--- src/rtl/j_ldseq_pkg.sv ---
// rtl/j_ldseq_pkg.sv - shared types and widths for the load sequencer
package j_ldseq_pkg;
  localparam int LDSEQ_W  = 6;
  localparam int ERRCNT_W = 4;

  typedef enum logic [1:0] {
    IDLE,
    LOAD,
    VERIFY,
    GAP
  } state_t;
endpackage

--- src/rtl/j_ldseq_fifo2.sv ---
// rtl/j_ldseq_fifo2.sv - two-entry first-in first-out word buffer
module j_ldseq_fifo2 import j_ldseq_pkg::*; (
  input  logic               clk,
  input  logic               rst,
  input  logic               push,
  input  logic [0:LDSEQ_W-1] wdata,
  input  logic               pop,
  output logic [0:LDSEQ_W-1] head,
  output logic               full,
  output logic               empty
);
  logic [0:LDSEQ_W-1] mem [2];
  logic               wr_ptr;
  logic               rd_ptr;
  logic [1:0]         count;
  logic               do_push;
  logic               do_pop;

  // A push into a full buffer is dropped even if a pop happens the same cycle
  assign do_push = push & ~full;
  assign do_pop  = pop & ~empty;
  assign full    = (count == 2'd2);
  assign empty   = (count == 2'd0);
  assign head    = mem[rd_ptr];

  // Pointer and occupancy bookkeeping
  always_ff @(posedge clk or posedge rst) begin
    if (rst) begin
      wr_ptr <= 1'b0;
      rd_ptr <= 1'b0;
      count  <= 2'd0;
    end else begin
      if (do_push) wr_ptr <= ~wr_ptr;
      if (do_pop)  rd_ptr <= ~rd_ptr;
      if (do_push && !do_pop)      count <= count + 2'd1;
      else if (do_pop && !do_push) count <= count - 2'd1;
    end
  end

  // Storage needs no reset: occupancy alone decides what is valid
  always_ff @(posedge clk) begin
    if (do_push) mem[wr_ptr] <= wdata;
  end
endmodule

--- src/rtl/j_ldseq6.sv ---
// rtl/j_ldseq6.sv - writer and readback checker for a 6-bit load-enabled register
module j_ldseq6 import j_ldseq_pkg::*; #(
  parameter int LD_GAP    = 1,
  parameter bit SKIP_SAME = 1'b0
) (
  input  logic                clk,
  input  logic                rst,
  input  logic [0:LDSEQ_W-1]  in_data,
  input  logic                in_valid,
  output logic                in_ready,
  output logic [0:LDSEQ_W-1]  d,
  output logic                ld,
  input  logic [0:LDSEQ_W-1]  q,
  output logic                busy,
  output logic                err,
  output logic [ERRCNT_W-1:0] err_cnt,
  input  logic                err_clr
);
  localparam logic [3:0] GAP_LAST = (LD_GAP > 0) ? 4'(LD_GAP - 1) : 4'd0;

  state_t             state;
  state_t             next_state;
  logic [3:0]         gap_cnt;
  logic [0:LDSEQ_W-1] head;
  logic [0:LDSEQ_W-1] last_d;
  logic               last_valid;
  logic               full;
  logic               empty;
  logic               pop;
  logic               load_go;
  logic               decide;
  logic               skip_hit;

  j_ldseq_fifo2 u_fifo (
    .clk   (clk),
    .rst   (rst),
    .push  (in_valid & in_ready),
    .wdata (in_data),
    .pop   (pop),
    .head  (head),
    .full  (full),
    .empty (empty)
  );

  assign in_ready = ~full;
  assign busy     = (state != IDLE) | ~empty;
  assign skip_hit = SKIP_SAME & last_valid & (head == last_d);

  // State register
  always_ff @(posedge clk or posedge rst) begin
    if (rst) state <= IDLE;
    else     state <= next_state;
  end

  // Next state; the idle dispatch rule is also applied on the last wait cycle
  // so a queued word loads without an extra idle cycle between loads
  always_comb begin
    next_state = state;
    decide     = 1'b0;
    pop        = 1'b0;
    load_go    = 1'b0;
    case (state)
      IDLE:    decide = 1'b1;
      LOAD:    begin
        pop        = 1'b1;
        next_state = VERIFY;
      end
      VERIFY:  if (LD_GAP == 0) decide = 1'b1; else next_state = GAP;
      GAP:     if (gap_cnt == GAP_LAST) decide = 1'b1;
      default: next_state = IDLE;
    endcase
    if (decide) begin
      next_state = IDLE;
      if (!empty) begin
        if (skip_hit) begin
          pop = 1'b1;
        end else begin
          load_go    = 1'b1;
          next_state = LOAD;
        end
      end
    end
  end

  // Gap counter restarts on every VERIFY and runs through GAP
  always_ff @(posedge clk or posedge rst) begin
    if (rst)                  gap_cnt <= 4'd0;
    else if (state == VERIFY) gap_cnt <= 4'd0;
    else if (state == GAP)    gap_cnt <= gap_cnt + 4'd1;
  end

  // Register drive: ld and d change together on the edge entering LOAD
  always_ff @(posedge clk or posedge rst) begin
    if (rst) begin
      ld         <= 1'b0;
      d          <= '0;
      last_d     <= '0;
      last_valid <= 1'b0;
    end else begin
      ld <= load_go;
      if (load_go) begin
        d          <= head;
        last_d     <= head;
        last_valid <= 1'b1;
      end
    end
  end

  // Readback checker; a clear wins over a mismatch in the same cycle
  always_ff @(posedge clk or posedge rst) begin
    if (rst) begin
      err     <= 1'b0;
      err_cnt <= '0;
    end else if (err_clr) begin
      err     <= 1'b0;
      err_cnt <= '0;
    end else if (state == VERIFY && q != d) begin
      err <= 1'b1;
      if (err_cnt != '1) err_cnt <= err_cnt + 4'd1;
    end
  end
endmodule
--- config.mk ---
export PLATFORM = sky130hd
export DESIGN_NAME = j_ldseq6
export DESIGN_NICKNAME = d
export VERILOG_FILES = /design/src/rtl/j_ldseq_pkg.sv /design/src/rtl/j_ldseq_fifo2.sv /design/src/rtl/j_ldseq6.sv
export SDC_FILE = /design/constraint.sdc
export NUM_CORES = 1
export LEC_CHECK = 0
export CORE_MARGIN = 3
export CORE_UTILIZATION = 35
export CTS_CLUSTER_DIAMETER = 40
export DETAILED_ROUTE_END_ITERATION = 10
export GPL_TIMING_DRIVEN = 0
export PLACE_DENSITY = 0.56
export SYNTH_ARGS = -nofsm -noshare
export SYNTH_HDL_FRONTEND = slang
export SYNTH_HIERARCHICAL = 1
export SYNTH_SLANG_ARGS = --single-unit
--- constraint.sdc ---
create_clock -name clk -period 2.9 [get_ports clk]
set_input_delay 0.29 -clock clk [delete_from_list [all_inputs] [get_ports clk]]
set_output_delay 0.29 -clock clk [all_outputs]
set_load 0.02 [all_outputs]
==> out/results.ini <==
[sta]
skew_ns = 0.00733
setup_viol = 0
fmax_ghz = 0.497
maxSlewHeadroom = 0.521
period_minus_slack_ns = 2.01
final_hold_viol_count = 0
rsz0062_at_grt = no
finalCritPeriodShare = 0.694
tightestPinTransition_ns = 0.718
setup_tns_ns = 0
finalMaxSlewViolations = 0

[cts]
ctsResizeCount = 0
post-cts-setup-buffer-count = 0
htreeDepth = 2
cts_hold_buf = 0
numClockSinks = 34
numCtsBuffers = 5
clk_path_buf_depth = 2
cts_root_buffer = clkbuf_8
cts.clk_slew.worst_paths_ns = 0.07
cts_tree = yes
insertion_delay_ns = 0.28

[critical_path]
cp.required_ns = 2.61
end_kind = output port
crit_type = register to output port
arrival_ns = 1.72
reg2reg_depth = 6
cp_max_fo = 5
critPathLaunchType = register

[global_routing]
grt_pass1_wl_um = 4930
grt_max_degree = 19
grt_usage = 0.120
grt_pass1_vias = 1092
antenna_found_initial = 0
overflow = 0

[yosys]
synth-simple-area-share = 0.116
syn_area_per_cell_um2 = 13.0
async_reset_ff_frac = 0.647
ys_types = 35
yosysTopAreaCellShare = 0.331
synth_fa_ha_area_frac = 0.0602
synth_mux_area_frac = 0.109
ys_ff_latch = 34
yosysSeqAreaShare = 0.548
synth_area_leaders = dfrtp_1 33%, edfxtp_1 22%, ha_1 6.0%
yosysTopAreaCell = dfrtp_1
yosysMostFrequentCell = dfrtp_1
synth_compound_area_frac = 0.0609
syn_area_um2 = 1660
synth-edff-count = 12
synth_top_family_by_area = simple AND/OR/NAND/NOR gates
yosys.area_share.xor_xnor = 0.0737
yosys_warnings = 6
synthTopCellsByCount = 22 x dfrtp_1, 12 x edfxtp_1, 12 x inv_1
netlist_instances = 128
synth_flop_cell = dfrtp_1
syn-num-nets = 152

[layout]
fin_util = 0.482
synthToLayoutAreaGrowth_pct = 29.6
drive_above_1_share = 0.164
fin_cells = 217
antennaDiodeCount = 0
nets = 188

[route]
wl_met3_um = 158
drt-met1-wl_um = 1290
drt-wirelength-per-cell_um = 13.6
vias = 1037
first_iter_violations = 47
dr.pass1.iters = 4
drc_errors = 0
top_layer_used = met4
met2WireLength_um = 1450
ant_nets = 0
via_per_inst = 4.78
drt_wl_total_um = 2950

[power]
powerDensity_nw_per_um2 = 1080
p_leak_nw = 0.906
peakVddDrop_v = 0.000418

[die]
die_w_um = 74.9
core_area_um2 = 4470
start_util = 0.372
num_rows = 24
die_h_um = 74.9
io_pins = 30
die-area_um2 = 5610

[placement]
gp_congestion = 0.678
dpl.cell_count = 209
portBuffers = 29
hpwl_um = 2250

[min_path]
hp-class = primary input to asynchronous set/reset pin

[flow_run]
drv_cap = 0

[run_status]
status = completed

## through the flow
step / worst slack [ns] / total power, mW / instance area, um^2 / hold slack [ns]
after floorplan: 1.31 / 1.52 / 1660 / 0.0561
after global placement: 1.09 / 1.80 / 2020 / 0.480
after detailed placement: 1.07 / 1.84 / 2020 / 0.485
after CTS: 0.859 / 2.37 / 2160 / 0.210
after global routing: 0.757 / 2.50 / 2160 / 0.235
final: 0.886 / 2.33 / 2160 / 0.218
## layout make-up
type,count,area [um^2]
inverters,12,45.0
multi-input cells,80,698
clock inverters,3,68.8
well taps,52,65.1
flip-flops and latches,34,911
clock buffers,5,68.8
fillers,403,2320
repair buffers,29,290
plain buffers,2,8.76
## registers in the layout (all words and copies together) (netlist names), 2 cells and up
name          count
d                 6
err_cnt           4
gap_cnt           4
state             2
u_fifo/count      2
u_fifo/mem       12
## where the power goes
| group | leakage, nW | internal (mW) | switching [mW] |
|---|---|---|---|
| Combinational | 0.454 | 0.497 | 0.510 |
| Clock | 0.0683 | 0.344 | 0.179 |
| Sequential | 0.384 | 0.677 | 0.125 |
| Total | 0.906 | 1.52 | 0.814 |
## critical path, cell delays in order, from the launching register on
cell             delay (ns)
dfrtp_1                0.44
nor2_1                 0.35
nand2_1                0.09
clkdlybuf4s50_1        0.56
## per-layer routing
metal	track usage	vias up
met5	0	-
met4	0.0534	0
li1	-	510
met3	0.0494	5
met2	0.190	23
met1	0.143	499
## placed cells by master, fill, tap and decap left out, types with 2 or more instances in the layout
master	n
a21oi_1	4
bufinv_16	2
clkbuf_8	5
clkdlybuf4s50_1	29
dfrtp_1	22
edfxtp_1	12
ha_1	8
inv_1	12
mux2_1	5
mux2_2	8
mux2i_1	2
nand2_1	3
nand2b_1	3
nand4_1	2
nor2_1	9
nor2b_1	3
o21ai_1	2
xnor2_1	4
xor2_1	10
## final timing paths
check,slack (ns),startpoint,endpoint
max in group asynchronous,2.00,rst,gap_cnt[3]$_DFFE_PP0P_
max,0.89,u_fifo/count[0]$_DFFE_PP0P_,busy
min,0.22,rst,u_fifo/count[1]$_DFFE_PP0P_
max reg2reg,1.11,state[0]$_DFFE_PP0P_,err_cnt[3]$_DFFE_PP0P_
min in group clk,0.50,u_fifo/wr_ptr$_DFFE_PP0P_,u_fifo/wr_ptr$_DFFE_PP0P_
min reg2reg,0.50,u_fifo/wr_ptr$_DFFE_PP0P_,u_fifo/wr_ptr$_DFFE_PP0P_
## kinds of logic (layout without fill, tap and decap cells)
| family | Yosys count | after routing |
|---|---|---|
| mux | 16 | 16 |
| simple gates | 29 | 29 |
| flops | 34 | 34 |
| xor+xnor | 14 | 14 |
| fa+ha+maj | 8 | 8 |
| buf+inv | 14 | 51 |
| compound gates | 13 | 13 |
No activity file was read; power rests on OpenSTA's default activity.
